File: config.mk
export PLATFORM = sky130hd
export DESIGN_NAME = alu_vector_sequencer
export DESIGN_NICKNAME = d
export VERILOG_FILES = /design/src/rtl/alu_vec_pkg.sv /design/src/rtl/alu_vec_compare.sv /design/src/rtl/alu_vector_sequencer.sv
export SDC_FILE = /design/constraint.sdc
export NUM_CORES = 1
export LEC_CHECK = 0
export CELL_PAD_IN_SITES_DETAIL_PLACEMENT = 1
export CELL_PAD_IN_SITES_GLOBAL_PLACEMENT = 1
export CORE_ASPECT_RATIO = 1.25
export CORE_MARGIN = 1.5
export CORE_UTILIZATION = 32
export DETAILED_ROUTE_END_ITERATION = 16
export PLACE_DENSITY = 0.85
export SETUP_SLACK_MARGIN = 0.05
export SYNTH_ARGS = -nofsm -noshare
export SYNTH_HDL_FRONTEND = slang
export SYNTH_HIERARCHICAL = 1
export SYNTH_SLANG_ARGS = --single-unit
File: constraint.sdc
create_clock -name Clock -period 2.6 [get_ports Clock]
set_clock_uncertainty 0.1 [all_clocks]
set_input_delay 0.52 -clock Clock [delete_from_list [all_inputs] [get_ports Clock]]
set_output_delay 0.52 -clock Clock [all_outputs]
set_load 0.02 [all_outputs]
File: src/rtl/alu_vec_pkg.sv
// ============================================================================
//  Module      : alu_vec_pkg
//  Description : Shared definitions for the ALU vector sequencer: vector
//                layout, sequencer state encoding and ALU opcodes.
//  Revision    : 1.0 - initial release
// ============================================================================
`default_nettype none

package alu_vec_pkg;

  // Test vector layout, MSB first: {ZeroExp, F, A, B, YExp}
  localparam int VEC_W    = 100;
  localparam int DATA_W   = 32;
  localparam int F_W      = 3;
  localparam int YEXP_LSB = 0;
  localparam int B_LSB    = 32;
  localparam int A_LSB    = 64;
  localparam int F_LSB    = 96;
  localparam int ZEXP_BIT = 99;

  typedef enum logic [2:0] {
    ST_IDLE   = 3'd0,
    ST_FETCH  = 3'd1,
    ST_LOAD   = 3'd2,
    ST_SETTLE = 3'd3,
    ST_CHECK  = 3'd4,
    ST_DONE   = 3'd5
  } state_t;

  localparam logic [F_W-1:0] ALU_AND = 3'b000;
  localparam logic [F_W-1:0] ALU_OR  = 3'b001;
  localparam logic [F_W-1:0] ALU_ADD = 3'b010;
  localparam logic [F_W-1:0] ALU_SUB = 3'b110;
  localparam logic [F_W-1:0] ALU_SLT = 3'b111;

endpackage

`default_nettype wire

File: src/rtl/alu_vec_compare.sv
// ============================================================================
//  Module      : alu_vec_compare
//  Description : Unpacks a held test vector into ALU operands/expected
//                results and flags a mismatch against the ALU response.
//  Revision    : 1.0 - initial release
// ============================================================================
`default_nettype none

module alu_vec_compare
  import alu_vec_pkg::*;
(
  input  logic [VEC_W-1:0]  vec,
  input  logic [DATA_W-1:0] dut_y,
  input  logic              dut_zero,
  output logic [DATA_W-1:0] op_a,
  output logic [DATA_W-1:0] op_b,
  output logic [F_W-1:0]    op_f,
  output logic              mismatch
);

  logic [DATA_W-1:0] y_exp;
  logic              zero_exp;

  assign op_a     = vec[A_LSB +: DATA_W];
  assign op_b     = vec[B_LSB +: DATA_W];
  assign op_f     = vec[F_LSB +: F_W];
  assign y_exp    = vec[YEXP_LSB +: DATA_W];
  assign zero_exp = vec[ZEXP_BIT];

  assign mismatch = (dut_y != y_exp) | (dut_zero != zero_exp);

endmodule

`default_nettype wire

File: src/rtl/alu_vector_sequencer.sv
// ============================================================================
//  Module      : alu_vector_sequencer
//  Description : Reads test vectors from a synchronous ROM, drives the ALU,
//                waits a settle time, compares results and reports
//                pass/error count/first failing index.
//                Optional: STOP_ON_ERROR_EN ends the run at the first mismatch.
//  Revision    : 1.0 - initial release
// ============================================================================
`default_nettype none

module alu_vector_sequencer
  import alu_vec_pkg::*;
#(
  parameter int ADDR_W        = 8,
  parameter int SETTLE_CYCLES = 2,
  parameter int ERR_W         = 16
) (
  input  logic              Clock,
  input  logic              Reset_n,
  input  logic              Start,
  input  logic [ADDR_W:0]   NumVectors,
  output logic [ADDR_W-1:0] MemAddr,
  input  logic [VEC_W-1:0]  MemData,
  output logic [DATA_W-1:0] DutA,
  output logic [DATA_W-1:0] DutB,
  output logic [F_W-1:0]    DutF,
  input  logic [DATA_W-1:0] DutY,
  input  logic              DutZero,
  output logic              Busy,
  output logic              Done,
  output logic              Pass,
  output logic [ERR_W-1:0]  ErrCount,
  output logic [ADDR_W-1:0] FailIndex
);

  localparam int CNT_W = (SETTLE_CYCLES > 1) ? $clog2(SETTLE_CYCLES) : 1;
  localparam logic [CNT_W-1:0] CNT_LOAD = CNT_W'(SETTLE_CYCLES - 1);

  state_t              state_q, state_d;
  logic [ADDR_W-1:0]   index_q, index_d;
  logic [ADDR_W:0]     num_q, num_d;
  logic [VEC_W-1:0]    vec_q, vec_d;
  logic [CNT_W-1:0]    cnt_q, cnt_d;
  logic [ERR_W-1:0]    err_q, err_d;
  logic [ADDR_W-1:0]   fail_q, fail_d;
  logic                mismatch;
  logic                last_vec;

  alu_vec_compare u_compare (
    .vec      (vec_q),
    .dut_y    (DutY),
    .dut_zero (DutZero),
    .op_a     (DutA),
    .op_b     (DutB),
    .op_f     (DutF),
    .mismatch (mismatch)
  );

  // Compare in ADDR_W+1 bits so a full 2^ADDR_W run ends without wrapping index.
  assign last_vec = ((ADDR_W+1)'(index_q) + (ADDR_W+1)'(1)) == num_q;

  // Next-state and datapath updates for the sequencer.
  always_comb begin
    state_d = state_q;
    index_d = index_q;
    num_d   = num_q;
    vec_d   = vec_q;
    cnt_d   = cnt_q;
    err_d   = err_q;
    fail_d  = fail_q;
    case (state_q)
      ST_IDLE, ST_DONE: begin
        if (Start) begin
          num_d   = NumVectors;
          err_d   = '0;
          fail_d  = '0;
          index_d = '0;
          state_d = (NumVectors == '0) ? ST_DONE : ST_FETCH;
        end
      end
      ST_FETCH: begin
        // MemAddr already carries index; the ROM samples it on this edge.
        state_d = ST_LOAD;
      end
      ST_LOAD: begin
        vec_d   = MemData;
        cnt_d   = CNT_LOAD;
        state_d = ST_SETTLE;
      end
      ST_SETTLE: begin
        if (cnt_q == '0) state_d = ST_CHECK;
        else             cnt_d   = cnt_q - CNT_W'(1);
      end
      ST_CHECK: begin
        if (mismatch) begin
          if (err_q != {ERR_W{1'b1}}) err_d = err_q + ERR_W'(1);
          if (err_q == '0)            fail_d = index_q;
        end
`ifdef STOP_ON_ERROR_EN
        if (mismatch || last_vec) begin
          state_d = ST_DONE;
        end else begin
          index_d = index_q + ADDR_W'(1);
          state_d = ST_FETCH;
        end
`else
        if (last_vec) begin
          state_d = ST_DONE;
        end else begin
          index_d = index_q + ADDR_W'(1);
          state_d = ST_FETCH;
        end
`endif
      end
      default: state_d = ST_IDLE;
    endcase
  end

  // State and datapath registers; reset clears every reported result.
  always_ff @(posedge Clock or negedge Reset_n) begin
    if (!Reset_n) begin
      state_q <= ST_IDLE;
      index_q <= '0;
      num_q   <= '0;
      vec_q   <= '0;
      cnt_q   <= '0;
      err_q   <= '0;
      fail_q  <= '0;
    end else begin
      state_q <= state_d;
      index_q <= index_d;
      num_q   <= num_d;
      vec_q   <= vec_d;
      cnt_q   <= cnt_d;
      err_q   <= err_d;
      fail_q  <= fail_d;
    end
  end

  assign MemAddr   = index_q;
  assign Busy      = (state_q == ST_FETCH) || (state_q == ST_LOAD) ||
                     (state_q == ST_SETTLE) || (state_q == ST_CHECK);
  assign Done      = (state_q == ST_DONE);
  assign Pass      = Done && (err_q == '0);
  assign ErrCount  = err_q;
  assign FailIndex = fail_q;

endmodule

`default_nettype wire

==> flow_summary.html, run 1 <==
<table>
<tr><th>Metric</th><th>Value</th></tr>
<tr><th colspan="2">Timing</th></tr>
<tr><td>Final Hold Fails</td><td>0</td></tr>
<tr><td>Worst setup margin</td><td>0.152 ns</td></tr>
<tr><td>Final Max Tran Viols</td><td>0</td></tr>
<tr><td>Unrepaired setup endpoints after global routing</td><td>true</td></tr>
<tr><td>Max frequency</td><td>408 MHz</td></tr>
<tr><td>Final setup violating endpoints</td><td>0</td></tr>
<tr><td>Post-route fraction of the period consumed by the critical path</td><td>94.2%</td></tr>
<tr><td>Slew margin rel.</td><td>45.4%</td></tr>
<tr><td>Sum of negative setup slack</td><td>0 ns</td></tr>
<tr><td>Worst Hold Margin</td><td>0.405 ns</td></tr>
<tr><td>Shortest clock period the worst path allows after layout</td><td>2.45 ns</td></tr>
<tr><td>Slew @ Worst Pin</td><td>0.816 ns</td></tr>
<tr><th colspan="2">Global routing</th></tr>
<tr><td>Global-route wire length before repair</td><td>31000 µm</td></tr>
<tr><td>Pin count of the biggest net entering global routing</td><td>64</td></tr>
<tr><td>Overall global routing resource usage</td><td>17.5%</td></tr>
<tr><td>Initial antenna violation count</td><td>0</td></tr>
<tr><td>Number of global-route vias before repair</td><td>5904</td></tr>
<tr><td>GR Overflow Total</td><td>0</td></tr>
<tr><th colspan="2">Critical path</th></tr>
<tr><td>Worst Reg2Reg Path Length in Cells</td><td>7</td></tr>
<tr><td>Critical path class</td><td>reg -&gt; out</td></tr>
<tr><td>Critical register-to-register path startpoint</td><td>ErrCount[7]$_DFFE_PN0P_</td></tr>
<tr><td>Reg-to-reg critical path endpoint</td><td>ErrCount[15]$_DFFE_PN0P_</td></tr>
<tr><td>Critical Path Fanout Max</td><td>2</td></tr>
<tr><td>CP startpoint</td><td>ErrCount[1]$_DFFE_PN0P_</td></tr>
<tr><td>Endpoint arrival time on the critical path</td><td>1.83 ns</td></tr>
<tr><td>Setup crit end kind</td><td>primary output</td></tr>
<tr><td>Crit start category</td><td>register</td></tr>
<tr><td>Slack of the worst reg-to-reg path</td><td>0.18 ns</td></tr>
<tr><td>Critical path required time</td><td>1.98 ns</td></tr>
<tr><th colspan="2">Floorplanning</th></tr>
<tr><td>Floorplan die area</td><td>22800 µm²</td></tr>
<tr><td>Width of the die</td><td>135 µm</td></tr>
<tr><td>Starting utilization of the core area</td><td>32.6%</td></tr>
<tr><td>Vert. Die Dim</td><td>169 µm</td></tr>
<tr><td>Total number of placement rows</td><td>60</td></tr>
<tr><td>Ports</td><td>247</td></tr>
<tr><td>Core region area</td><td>21500 µm²</td></tr>
<tr><th colspan="2">Logic synthesis</th></tr>
<tr><td>Synth warn</td><td>6</td></tr>
<tr><td>Synthesized cell area</td><td>7020 µm²</td></tr>
<tr><td>Cell type contributing the most total cell area after synthesis</td><td>sky130_fd_sc_hd__dfrtp_1</td></tr>
<tr><td>EDFF count, synth</td><td>0</td></tr>
<tr><td>Sequential area share after synthesis</td><td>51.7%</td></tr>
<tr><td>Post-synthesis area per instance</td><td>11.7 µm²</td></tr>
<tr><td>Synth unique cells</td><td>48</td></tr>
<tr><td>Gate count of the mapped netlist</td><td>600</td></tr>
<tr><td>Primary FF master, synth</td><td>sky130_fd_sc_hd__dfrtp_1</td></tr>
<tr><td>Post-Synthesis Net Count</td><td>748</td></tr>
<tr><td>Ys async rst share</td><td>100%</td></tr>
<tr><td>#FFs+latches synth</td><td>145</td></tr>
<tr><td>Synth top area cells</td><td>sky130_fd_sc_hd__dfrtp_1, sky130_fd_sc_hd__mux2_2, sky130_fd_sc_hd__buf_4</td></tr>
<tr><td>Area share of the largest cell type after synthesis</td><td>51.7%</td></tr>
<tr><th colspan="2">Placement</th></tr>
<tr><td>Global placer's final weighted congestion</td><td>0.786</td></tr>
<tr><td>Post-DP HPWL</td><td>14600 µm</td></tr>
<tr><td>Post-Place Worst Slack</td><td>-0.532 ns</td></tr>
<tr><td>Buffers on Ports</td><td>246</td></tr>
<tr><th colspan="2">Final layout</th></tr>
<tr><td>Commonest non-fill, non-tap cell in the layout</td><td>sky130_fd_sc_hd__clkdlybuf4s50_1</td></tr>
<tr><td>Multi-input gate area</td><td>2820 µm²</td></tr>
<tr><td>Diodes inserted</td><td>0</td></tr>
<tr><td>Top library cells by usage in the layout, fill and taps aside</td><td>sky130_fd_sc_hd__clkdlybuf4s50_1, sky130_fd_sc_hd__dfrtp_1, sky130_fd_sc_hd__mux2_2</td></tr>
<tr><td>Share of layout cells above drive strength 1</td><td>23.4%</td></tr>
<tr><td>Sequential standard cell area</td><td>3630 µm²</td></tr>
<tr><td>P&amp;R area growth vs syn</td><td>46.3%</td></tr>
<tr><td>Filler instances</td><td>2274</td></tr>
<tr><td>Total number of nets in the final design</td><td>960</td></tr>
<tr><th colspan="2">Route</th></tr>
<tr><td>Final antenna-violating net count</td><td>0</td></tr>
<tr><td>Average wire length per cell after detail routing</td><td>17.3 µm</td></tr>
<tr><td>Total iterations of the first detailed-routing run</td><td>4</td></tr>
<tr><td>First-iteration detailed-routing DRC count</td><td>183</td></tr>
<tr><td>Number of DRC violations after detailed routing</td><td>0</td></tr>
<tr><td>Via Count</td><td>5265</td></tr>
<tr><td>Final wirelength</td><td>19100 µm</td></tr>
<tr><td>Ratio of routed vias to standard cells</td><td>4.77</td></tr>
<tr><th colspan="2">Clock network</th></tr>
<tr><td>H-Tree Level Count</td><td>4</td></tr>
<tr><td>CTS Root Buffer Type</td><td>sky130_fd_sc_hd__clkbuf_16</td></tr>
<tr><td>Insertion delay to the later sink of the worst-skew pair</td><td>0.42 ns</td></tr>
<tr><td>Cts bufs inserted</td><td>17</td></tr>
<tr><td>Clock-pin slew on the worst setup and hold paths</td><td>0.07 ns</td></tr>
<tr><td>Clock sink total</td><td>145</td></tr>
<tr><td>Number of post-CTS setup repair buffers</td><td>0</td></tr>
<tr><td>Number of buffers on the longest clock path</td><td>2</td></tr>
<tr><td>TritonCTS clock tree</td><td>done</td></tr>
<tr><th colspan="2">Power and ir drop</th></tr>
<tr><td>Worst ir drop on vdd</td><td>0.566 mV</td></tr>
<tr><td>Leakage</td><td>4.19 nW</td></tr>
<tr><td>Power density over cell area</td><td>1120 nW/µm²</td></tr>
<tr><td>Total Power</td><td>0.0115 W</td></tr>
<tr><th colspan="2">Hold path</th></tr>
<tr><td>Number of stages on the worst hold path</td><td>1</td></tr>
<tr><td>Min-Delay Path Class</td><td>reg -&gt; reg</td></tr>
<tr><td>Worst hold endpoint</td><td>vec_q[58]$_DFFE_PN0P_</td></tr>
<tr><td>Hold wc startpoint</td><td>vec_q[58]$_DFFE_PN0P_</td></tr>
<tr><th colspan="2">Run</th></tr>
<tr><td>Maximum Capacitance Violations</td><td>0</td></tr>
<tr><th colspan="2">Status</th></tr>
<tr><td>Result of the run</td><td>complete, no violations</td></tr>
</table>
[where the power goes]
part           total (W)  switching (W)  leakage [nW]  internal, W
Combinational    0.00506        0.00230          2.10      0.00276
Sequential       0.00379       0.000577          1.77      0.00321
Clock            0.00263        0.00106         0.311      0.00157
[per-stage QoR]
stage | instances | util (%) | cell area, µm²
2_1_floorplan | 600 | - | 7040
4_1_cts | 1104 | 47.5 | 10200
3_3_place_gp | 1071 | 44.4 | 9570
6_report | 1104 | 47.7 | 10300
3_5_place_dp | 1071 | 44.4 | 9570
5_1_grt | 1104 | 47.7 | 10300
[worst max-delay path by stage]
stage / to / slack, ns
after floorplan: MemAddr[2]$_DFFE_PN0P_ / 0.06
final: Pass / 0.15
after global routing: Pass / -0.03
after detailed placement: ErrCount[12]$_DFFE_PN0P_ / -0.53
after global placement: ErrCount[12]$_DFFE_PN0P_ / -0.49
after CTS: Pass / 0.05
[what timing repair did]
action	4_1_cts	5_1_grt
endpoints found under the setup margin	21	26
endpoints found under the hold margin	50	0
pin swaps	1	4
hold buffers	1	0
resized for setup	11	12
[metal layers]
metal	routed length [µm]	track usage, %	vias to the layer above
met5	0	0	-
met4	401	5.66	0
met3	1040	5.00	23
met2	10500	32.7	159
met1	7100	18.8	2651
li1	-	-	2432
[sequential cells by signal (all words and copies together) (netlist names)]
name / flops
vec_q: 100
ErrCount: 16
MemAddr: 8
cnt_q: 1
state_q: 3
FailIndex: 8
num_q: 9
[cells by family after synthesis]
| kind of cell | synth area share [%] |
|---|---|
| adders and majority gates | 0.535 |
| DFF | 51.7 |
| muxes | 16.2 |
| xor gates and xnor gates | 6.99 |
| AOI/OAI and AO/OA | 4.51 |
| and+or+nand+nor | 10.9 |
| buffers and inverters | 9.23 |
[worst max-delay path, stage by stage (launching register included)]
cell and delay (ns):
sky130_fd_sc_hd__dfrtp_1 0.39, sky130_fd_sc_hd__inv_2 0.06, sky130_fd_sc_hd__ha_2 0.17, sky130_fd_sc_hd__nor4b_4 0.19
sky130_fd_sc_hd__nand4_1 0.19, sky130_fd_sc_hd__nor3_2 0.24, sky130_fd_sc_hd__buf_4 0.17
[layout make-up]
type                    count  area share [%]
clock inverters            14            1.86
repair buffers            286            27.4
flip-flops and latches    145            35.4
clock buffers              18            4.28
inverters                   6           0.219
multi-input cells         356            27.5
well taps                 279            3.40
[synth_stat cells (4+ instances only)]
master,count
sky130_fd_sc_hd__a21oi_1,5
sky130_fd_sc_hd__a22o_1,4
sky130_fd_sc_hd__and4_1,4
sky130_fd_sc_hd__buf_2,5
sky130_fd_sc_hd__buf_4,68
sky130_fd_sc_hd__clkbuf_1,17
sky130_fd_sc_hd__dfrtp_1,145
sky130_fd_sc_hd__inv_1,6
sky130_fd_sc_hd__mux2_2,100
sky130_fd_sc_hd__nand2_1,61
sky130_fd_sc_hd__nand3_1,13
sky130_fd_sc_hd__nand4_1,16
sky130_fd_sc_hd__nor2_1,19
sky130_fd_sc_hd__nor3_1,9
sky130_fd_sc_hd__nor4_1,6
sky130_fd_sc_hd__o21ai_0,16
sky130_fd_sc_hd__xnor2_1,44
sky130_fd_sc_hd__xor2_1,12
(Power assumes the default switching activity.)
==> inputs of run 2 (changes only) <==
CORE_UTILIZATION = 35   (was 32)
PLACE_DENSITY = not set   (was 0.85)
PLACE_DENSITY_LB_ADDON = 0.2   (was not set)
clock period = 2.4 ns   (was 2.6 ns; I/O delays follow)
==> run 2 against run 1 <==
Net effect: core utilization grew 6.1 points; sequential power grew 9.5%; sequential cell count is the same; global-route usage grew 3.0 points; sequential share of layout area shrank 0.78 points; hold slack gained 0.00062 ns; clock-buffer cell count is the same; clock power is essentially flat; critical endpoint unchanged.
==> flow_summary.html, run 2 (same netlist as run 1, synthesis figures left out) <==
<table>
<tr><th>Metric</th><th>Value</th></tr>
<tr><th colspan="2">Status</th></tr>
<tr><td>Result of the run</td><td>complete, no violations</td></tr>
<tr><th colspan="2">Global routing</th></tr>
<tr><td>Pin count of the biggest net entering global routing</td><td>61 (-4.7%)</td></tr>
<tr><td>Most utilized layer in the global route result</td><td>met2</td></tr>
<tr><td>Overall global routing resource usage</td><td>20.5% (+3.0 points)</td></tr>
<tr><td>Global-route wire length before repair</td><td>32500 µm (+4.7%)</td></tr>
<tr><td>GR Overflow Total</td><td>0 (unchanged)</td></tr>
<tr><td>Grt met3 use</td><td>9.01% (+4.0 points)</td></tr>
<tr><td>Global-route met2 utilization</td><td>36.9% (+4.3 points)</td></tr>
<tr><td>Initial antenna violation count</td><td>0 (unchanged)</td></tr>
<tr><td>Number of global-route vias before repair</td><td>6174 (+4.6%)</td></tr>
<tr><td>Fraction of met1 tracks used by global routing</td><td>20.8% (+2.0 points)</td></tr>
<tr><th colspan="2">Timing</th></tr>
<tr><td>Slew @ Worst Pin</td><td>0.534 ns (-0.282 ns)</td></tr>
<tr><td>Max frequency</td><td>420 MHz</td></tr>
<tr><td>Slew margin rel.</td><td>64.3% (+19 points)</td></tr>
<tr><td>Unrepaired setup endpoints after global routing</td><td>true</td></tr>
<tr><td>Final Max Tran Viols</td><td>0 (unchanged)</td></tr>
<tr><td>Post-route fraction of the period consumed by the critical path</td><td>99.3%</td></tr>
<tr><td>Worst Hold Margin</td><td>0.405 ns (+0.000622 ns)</td></tr>
<tr><td>Final Hold Fails</td><td>0 (unchanged)</td></tr>
<tr><td>Shortest clock period the worst path allows after layout</td><td>2.38 ns</td></tr>
<tr><td>Final setup violating endpoints</td><td>0 (unchanged)</td></tr>
<tr><td>Sum of negative setup slack</td><td>0 ns (unchanged)</td></tr>
<tr><th colspan="2">Placement</th></tr>
<tr><td>Post-DP HPWL</td><td>15700 µm (+7.4%)</td></tr>
<tr><td>Buffers on Ports</td><td>246 (unchanged)</td></tr>
<tr><td>Global placer's final weighted congestion</td><td>0.784 (-0.14%)</td></tr>
<tr><th colspan="2">Clock network</th></tr>
<tr><td>Cts bufs inserted</td><td>17 (unchanged)</td></tr>
<tr><td>Clock sink total</td><td>145 (unchanged)</td></tr>
<tr><td>H-Tree Level Count</td><td>4 (unchanged)</td></tr>
<tr><td>TritonCTS clock tree</td><td>done</td></tr>
<tr><td>Insertion delay to the later sink of the worst-skew pair</td><td>0.43 ns (about the same)</td></tr>
<tr><td>CTS Root Buffer Type</td><td>sky130_fd_sc_hd__clkbuf_16</td></tr>
<tr><td>Number of buffers on the longest clock path</td><td>2 (unchanged)</td></tr>
<tr><td>Clock-pin slew on the worst setup and hold paths</td><td>0.07 ns (about the same)</td></tr>
<tr><th colspan="2">Route</th></tr>
<tr><td>Average wire length per cell after detail routing</td><td>18.6 µm (+7.4%)</td></tr>
<tr><td>First-iteration detailed-routing DRC count</td><td>153 (-16%)</td></tr>
<tr><td>Via Count</td><td>5366 (+1.9%)</td></tr>
<tr><td>Number of DRC violations after detailed routing</td><td>0 (unchanged)</td></tr>
<tr><td>Final wirelength</td><td>20700 µm (+8.4%)</td></tr>
<tr><td>Final antenna-violating net count</td><td>0 (unchanged)</td></tr>
<tr><td>Total iterations of the first detailed-routing run</td><td>4 (unchanged)</td></tr>
<tr><td>Ratio of routed vias to standard cells</td><td>4.82 (+1.0%)</td></tr>
<tr><th colspan="2">Final layout</th></tr>
<tr><td>Diodes inserted</td><td>0 (unchanged)</td></tr>
<tr><td>Share of layout cells above drive strength 1</td><td>27.7% (+4.3 points)</td></tr>
<tr><td>Top library cells by usage in the layout, fill and taps aside</td><td>sky130_fd_sc_hd__clkdlybuf4s50_1, sky130_fd_sc_hd__dfrtp_1, sky130_fd_sc_hd__mux2_2</td></tr>
<tr><td>P&amp;R area growth vs syn</td><td>49.8%</td></tr>
<tr><td>Commonest non-fill, non-tap cell in the layout</td><td>sky130_fd_sc_hd__clkdlybuf4s50_1</td></tr>
<tr><td>Total number of nets in the final design</td><td>984 (+2.5%)</td></tr>
<tr><td>Reg with most FFs</td><td>vec_q</td></tr>
<tr><td>Filler instances</td><td>2051 (-9.8%)</td></tr>
<tr><td>Number of flip-flops under the largest register name</td><td>100 (unchanged)</td></tr>
<tr><th colspan="2">Floorplanning</th></tr>
<tr><td>Total number of placement rows</td><td>57 (-5.0%)</td></tr>
<tr><td>Vert. Die Dim</td><td>161 µm (-4.3%)</td></tr>
<tr><td>Width of the die</td><td>130 µm (-4.3%)</td></tr>
<tr><td>Ports</td><td>247 (unchanged)</td></tr>
<tr><td>Floorplan die area</td><td>20900 µm² (-8.4%)</td></tr>
<tr><td>Starting utilization of the core area</td><td>35.9% (+3.3 points)</td></tr>
<tr><td>Core region area</td><td>19500 µm² (-9.3%)</td></tr>
<tr><th colspan="2">Critical path</th></tr>
<tr><td>Endpoint arrival time on the critical path</td><td>1.80 ns (-0.03 ns)</td></tr>
<tr><td>Critical Path Fanout Max</td><td>2 (unchanged)</td></tr>
<tr><td>Setup crit end kind</td><td>primary output</td></tr>
<tr><td>Crit start category</td><td>register</td></tr>
<tr><td>Worst Reg2Reg Path Length in Cells</td><td>7 (unchanged)</td></tr>
<tr><td>Critical path required time</td><td>1.82 ns (-0.16 ns)</td></tr>
<tr><td>Critical path class</td><td>reg -&gt; out</td></tr>
<tr><td>Critical register-to-register path startpoint</td><td>MemAddr[2]$_DFFE_PN0P_</td></tr>
<tr><td>Crit path to</td><td>Pass</td></tr>
<tr><td>Reg-to-reg critical path endpoint</td><td>MemAddr[2]$_DFFE_PN0P_</td></tr>
<tr><td>Slack of the worst reg-to-reg path</td><td>0.07 ns (-0.11 ns)</td></tr>
<tr><td>CP startpoint</td><td>ErrCount[1]$_DFFE_PN0P_</td></tr>
<tr><th colspan="2">Power and ir drop</th></tr>
<tr><td>Power density over cell area</td><td>1190 nW/µm² (+6.3%)</td></tr>
<tr><td>Leakage</td><td>4.31 nW (+2.9%)</td></tr>
<tr><td>Worst ir drop on vdd</td><td>0.679 mV (+20%)</td></tr>
<tr><th colspan="2">Hold path</th></tr>
<tr><td>Min-Delay Path Class</td><td>reg -&gt; reg</td></tr>
<tr><td>Hold wc startpoint</td><td>vec_q[34]$_DFFE_PN0P_</td></tr>
<tr><th colspan="2">Run</th></tr>
<tr><td>Maximum Capacitance Violations</td><td>0 (unchanged)</td></tr>
</table>
==> run 2: cell types whose count changed in the layout (fill, tap and decap cells not counted), sizes merged <==
cell          before  now
buf               41   65
bufinv             3    0
clkinv             3    5
clkbuf            18   19
dlymetal6s2s       1    0
inv               14   15
==> run 2: metrics by stage <==
step,util (%),cells,setup slack [ns],total power (W),cell area [µm²]
after detailed placement,50.0,1074,-0.513,0.00992,9760
final,53.8,1114,0.0175,0.0125,10500
after global placement,50.0,1074,-0.412,0.00966,9760
after CTS,53.3,1110,-0.201,0.0126,10400
after floorplan,-,600,-0.0603,0.00807,7070
after global routing,53.8,1114,-0.111,0.0132,10500
==> run 2: metal layers <==
| metal | wire, µm | up-vias |
|---|---|---|
| met5 | 0 | - |
| met2 | 11200 | 185 |
| met4 | 431 | 0 |
| met1 | 7240 | 2660 |
| met3 | 1800 | 31 |
| li1 | - | 2490 |
==> run 2: repair_timing <==
action,4_1_cts,5_1_grt
setup buffers,4,4
hold buffers,1,0
hold endpoints to repair,41,0
gates cloned,0,1
gates resized for setup,16,24
pin swaps,6,10
setup endpoints to repair,16,19
==> run 2: report_power, final <==
group | switching, W | leakage, nW | internal, W
combinational | 0.00258 | 2.26 | 0.00315
sequential | 0.000671 | 1.77 | 0.00348
clock | 0.00121 | 0.285 | 0.00141
==> run 2: worst min path at each step <==
stage | slack (ns) | depth (start not counted) | end
after floorplan | 0.08 | 0 | ErrCount[0]$_DFFE_PN0P_
after global placement | 0.34 | 1 | ErrCount[13]$_DFFE_PN0P_
after detailed placement | 0.35 | 1 | ErrCount[13]$_DFFE_PN0P_
after CTS | 0.41 | 1 | vec_q[34]$_DFFE_PN0P_
after global routing | 0.42 | 1 | cnt_q$_DFFE_PN0P_
final | 0.41 | 1 | vec_q[34]$_DFFE_PN0P_
==> run 2: final cells by class <==
type | instances | area (µm²) | share of cell area, %
clock buffers | 18 | 439 | 4.18
flip-flops and latches | 145 | 3640 | 34.6
repair buffers | 310 | 3040 | 28.9
inverters | 6 | 22.5 | 0.214
multi-input cells | 356 | 2900 | 27.6
clock inverters | 14 | 138 | 1.31
well taps | 265 | 332 | 3.15
==> run 2: critical path, cell delays in order, from the launching register on <==
cell                      delay [ns]
sky130_fd_sc_hd__dfrtp_1        0.40
sky130_fd_sc_hd__inv_2          0.08
sky130_fd_sc_hd__ha_4           0.12
sky130_fd_sc_hd__nor4b_4        0.19
sky130_fd_sc_hd__nand4_1        0.19
sky130_fd_sc_hd__nor3_2         0.23
sky130_fd_sc_hd__buf_4          0.17
==> inputs of run 3 (changes only) <==
CELL_PAD_IN_SITES_DETAIL_PLACEMENT = 0   (was 1)
==> run 3 against run 2 <==
Net effect: sequential share of layout area is 0.099 points lower; via count is 1.3% lower; register-to-register slack worse by 0.02 ns; global-route usage is 2.2 points lower; critical path depth is 3 higher; sequential power hardly changed; non-clock buffer count is 1 higher; critical endpoint is now ErrCount[11]$_DFFE_PN0P_.
==> flow_summary.html, run 3 (same netlist as run 1, synthesis figures left out) <==
<table>
<tr><th>Metric</th><th>Value</th></tr>
<tr><th colspan="2">Clock network</th></tr>
<tr><td>CTS Root Buffer Type</td><td>sky130_fd_sc_hd__clkbuf_16</td></tr>
<tr><td>TritonCTS clock tree</td><td>done</td></tr>
<tr><td>Clock-pin slew on the worst setup and hold paths</td><td>0.07 ns (about the same)</td></tr>
<tr><td>Cts bufs inserted</td><td>17 (unchanged)</td></tr>
<tr><td>Clock sink total</td><td>145 (unchanged)</td></tr>
<tr><td>Number of buffers on the longest clock path</td><td>2 (unchanged)</td></tr>
<tr><td>H-Tree Level Count</td><td>4 (unchanged)</td></tr>
<tr><td>Insertion delay to the later sink of the worst-skew pair</td><td>0.42 ns (about the same)</td></tr>
<tr><th colspan="2">Floorplanning</th></tr>
<tr><td>Core region area</td><td>19500 µm² (unchanged)</td></tr>
<tr><td>Width of the die</td><td>130 µm (unchanged)</td></tr>
<tr><td>Ports</td><td>247 (unchanged)</td></tr>
<tr><td>Total number of placement rows</td><td>57 (unchanged)</td></tr>
<tr><td>Starting utilization of the core area</td><td>35.9% (unchanged)</td></tr>
<tr><td>Vert. Die Dim</td><td>161 µm (unchanged)</td></tr>
<tr><td>Floorplan die area</td><td>20900 µm² (unchanged)</td></tr>
<tr><th colspan="2">Critical path</th></tr>
<tr><td>Critical Path Fanout Max</td><td>6 (+4)</td></tr>
<tr><td>Setup crit end kind</td><td>register</td></tr>
<tr><td>Critical path class</td><td>reg -&gt; reg</td></tr>
<tr><td>Endpoint arrival time on the critical path</td><td>2.62 ns (+0.82 ns)</td></tr>
<tr><td>Crit start category</td><td>register</td></tr>
<tr><td>Critical path required time</td><td>2.66 ns (+0.84 ns)</td></tr>
<tr><th colspan="2">Final layout</th></tr>
<tr><td>Total number of nets in the final design</td><td>985 (+0.10%)</td></tr>
<tr><td>Reg with most FFs</td><td>vec_q</td></tr>
<tr><td>Commonest non-fill, non-tap cell in the layout</td><td>sky130_fd_sc_hd__clkdlybuf4s50_1</td></tr>
<tr><td>P&amp;R area growth vs syn</td><td>50.2%</td></tr>
<tr><td>Share of layout cells above drive strength 1</td><td>27.6% (-0.033 points)</td></tr>
<tr><td>Multi-input gate area</td><td>2890 µm² (-0.34%)</td></tr>
<tr><td>Number of flip-flops under the largest register name</td><td>100 (unchanged)</td></tr>
<tr><td>Top library cells by usage in the layout, fill and taps aside</td><td>sky130_fd_sc_hd__clkdlybuf4s50_1, sky130_fd_sc_hd__dfrtp_1, sky130_fd_sc_hd__mux2_2</td></tr>
<tr><td>Post-route cell area</td><td>10500 µm² (+0.29%)</td></tr>
<tr><td>Sequential standard cell area</td><td>3640 µm² (unchanged)</td></tr>
<tr><td>Diodes inserted</td><td>0 (unchanged)</td></tr>
<tr><td>Final cell count without fillers</td><td>1115 (+0.090%)</td></tr>
<tr><td>Filler instances</td><td>1686 (-18%)</td></tr>
<tr><th colspan="2">Power and ir drop</th></tr>
<tr><td>Internal Pwr Total</td><td>0.00813 W (+1.1%)</td></tr>
<tr><td>Worst ir drop on vdd</td><td>0.760 mV (+12%)</td></tr>
<tr><td>Combinational power share</td><td>45.3% (-0.5 points)</td></tr>
<tr><td>Leakage</td><td>4.36 nW (+1.1%)</td></tr>
<tr><td>Power density over cell area</td><td>1180 nW/µm² (-0.35%)</td></tr>
<tr><td>Part of the power in registers</td><td>33.2% (about the same)</td></tr>
<tr><td>Psw</td><td>0.00436 W (-2.2%)</td></tr>
<tr><td>Fraction of power spent switching nets</td><td>34.9% (-0.75 points)</td></tr>
<tr><td>Relative contribution of the clock network to total power</td><td>21.5% (+0.6 points)</td></tr>
<tr><th colspan="2">Timing</th></tr>
<tr><td>Slew @ Worst Pin</td><td>0.515 ns (-0.0193 ns)</td></tr>
<tr><td>Final Hold Fails</td><td>0 (unchanged)</td></tr>
<tr><td>Worst setup margin</td><td>0.0463 ns (+0.0288 ns)</td></tr>
<tr><td>Slew margin rel.</td><td>65.6% (+1.3 points)</td></tr>
<tr><td>Post-route fraction of the period consumed by the critical path</td><td>98.1% (-1.2 points)</td></tr>
<tr><td>Unrepaired setup endpoints after global routing</td><td>true</td></tr>
<tr><td>Shortest clock period the worst path allows after layout</td><td>2.35 ns (-0.0288 ns)</td></tr>
<tr><td>Final setup violating endpoints</td><td>0 (unchanged)</td></tr>
<tr><td>Sum of negative setup slack</td><td>0 ns (unchanged)</td></tr>
<tr><td>Max frequency</td><td>425 MHz (+1.2%)</td></tr>
<tr><td>Final Max Tran Viols</td><td>0 (unchanged)</td></tr>
<tr><th colspan="2">Global routing</th></tr>
<tr><td>GR Overflow Total</td><td>0 (unchanged)</td></tr>
<tr><td>Pin count of the biggest net entering global routing</td><td>61 (unchanged)</td></tr>
<tr><td>Overall global routing resource usage</td><td>18.3% (-2.2 points)</td></tr>
<tr><td>Initial antenna violation count</td><td>0 (unchanged)</td></tr>
<tr><td>Global-route wire length before repair</td><td>29400 µm (-9.6%)</td></tr>
<tr><td>Number of global-route vias before repair</td><td>5644 (-8.6%)</td></tr>
<tr><th colspan="2">Route</th></tr>
<tr><td>Via Count</td><td>5298 (-1.3%)</td></tr>
<tr><td>Ratio of routed vias to standard cells</td><td>4.75 (-1.4%)</td></tr>
<tr><td>First-iteration detailed-routing DRC count</td><td>172 (+12%)</td></tr>
<tr><td>Total iterations of the first detailed-routing run</td><td>4 (unchanged)</td></tr>
<tr><td>Final wirelength</td><td>18500 µm (-10%)</td></tr>
<tr><td>Number of DRC violations after detailed routing</td><td>0 (unchanged)</td></tr>
<tr><td>Final antenna-violating net count</td><td>0 (unchanged)</td></tr>
<tr><td>Average wire length per cell after detail routing</td><td>16.6 µm (-10%)</td></tr>
<tr><th colspan="2">Placement</th></tr>
<tr><td>Post-Place Worst Slack</td><td>-0.477 ns (+0.0361 ns)</td></tr>
<tr><td>Placed Cells incl. Taps</td><td>1074 (unchanged)</td></tr>
<tr><td>Post-DP HPWL</td><td>14000 µm (-11%)</td></tr>
<tr><td>Global placer's final weighted congestion</td><td>0.784 (unchanged)</td></tr>
<tr><td>Placed cell areas</td><td>9760 µm² (unchanged)</td></tr>
<tr><td>Buffers on Ports</td><td>246 (unchanged)</td></tr>
<tr><th colspan="2">Hold path</th></tr>
<tr><td>Min-Delay Path Class</td><td>reg -&gt; reg</td></tr>
<tr><th colspan="2">Status</th></tr>
<tr><td>Result of the run</td><td>complete, no violations</td></tr>
<tr><th colspan="2">Run</th></tr>
<tr><td>Maximum Capacitance Violations</td><td>0 (unchanged)</td></tr>
</table>
==> run 3: cell types whose count changed in the layout (fill, tap and decap cells not counted), sizes merged <==
cell           delta
buf               +1
bufinv            +1
clkbuf            -1
clkdlybuf4s50     -3
clkinv            -1
clkinvlp          +1
dlymetal6s2s      +3
==> run 3: stage by stage <==
stage	utilization [%]	total power [W]	hold WS, ns
CTS	53.3	0.0126	0.410
global route	54.0	0.0132	0.423
finish	54.0	0.0125	0.401
global placement	50.0	0.00966	0.343
floorplan	-	0.00807	0.0844
detailed placement	50.0	0.00982	0.349
==> run 3: repair_timing <==
| item | CTS | global route |
|---|---|---|
| endpoints found under the hold margin | 41 | 0 |
| endpoints found under the setup margin | 15 | 27 |
| gates resized for setup | 15 | 27 |
| hold buffers | 1 | 0 |
| pin swaps | 7 | 23 |
| gates cloned | 0 | 1 |
| buffers inserted | 3 | 4 |
==> run 3: area by class of cell <==
cell class / count / area share [%]
clock buffer: 17 / 4.03
tap: 265 / 3.14
multi-input combinational: 356 / 27.4
inverter: 6 / 0.214
timing repair buffer: 311 / 29.1
clock inverter: 15 / 1.60
sequential: 145 / 34.5
==> run 3: final timing paths <==
| check | start | end | slack, ns | cells after the start |
|---|---|---|---|---|
| min reg2reg | num_q[6]$_DFFE_PN0P_ | num_q[6]$_DFFE_PN0P_ | 0.40 | 2 |
| min | num_q[6]$_DFFE_PN0P_ | num_q[6]$_DFFE_PN0P_ | 0.40 | 2 |
| max in group asynchronous | Reset_n | ErrCount[3]$_DFFE_PN0P_ | 1.05 | 3 |
| min in group asynchronous | Reset_n | ErrCount[12]$_DFFE_PN0P_ | 0.46 | 2 |
| max reg2reg | ErrCount[0]$_DFFE_PN0P_ | ErrCount[11]$_DFFE_PN0P_ | 0.05 | 9 |
| max | ErrCount[0]$_DFFE_PN0P_ | ErrCount[11]$_DFFE_PN0P_ | 0.05 | 9 |
==> run 3: routing by layer <==
| layer | part of all wire [%] | global-route usage, % | up-vias |
|---|---|---|---|
| li1 | - | - | 2487 |
| met4 | 1.7 | 6.11 | 0 |
| met2 | 52 | 31.8 | 180 |
| met3 | 8.5 | 7.12 | 21 |
| met5 | 0 | 0 | - |
| met1 | 37 | 20.1 | 2610 |
==> run 3: worst max-delay path, cell delays in order (launching register included) <==
cell                        delay, ns
sky130_fd_sc_hd__dfrtp_1         0.39
sky130_fd_sc_hd__buf_4           0.16
sky130_fd_sc_hd__ha_1            0.20
sky130_fd_sc_hd__and3_1          0.19
sky130_fd_sc_hd__and3_4          0.20
sky130_fd_sc_hd__a2111oi_4       0.40
sky130_fd_sc_hd__buf_4           0.19
sky130_fd_sc_hd__nand3_1         0.08
sky130_fd_sc_hd__or3_1           0.31
sky130_fd_sc_hd__nand2_1         0.08
==> run 3: power by group through the flow <==
stage               Sequential (W)  Combinational, W  Clock, W
floorplan                  0.00402           0.00405         0
global placement           0.00412           0.00554         0
detailed placement         0.00417           0.00564         0
CTS                        0.00415           0.00568   0.00275
global route               0.00427           0.00606   0.00286
finish                     0.00414           0.00566   0.00269
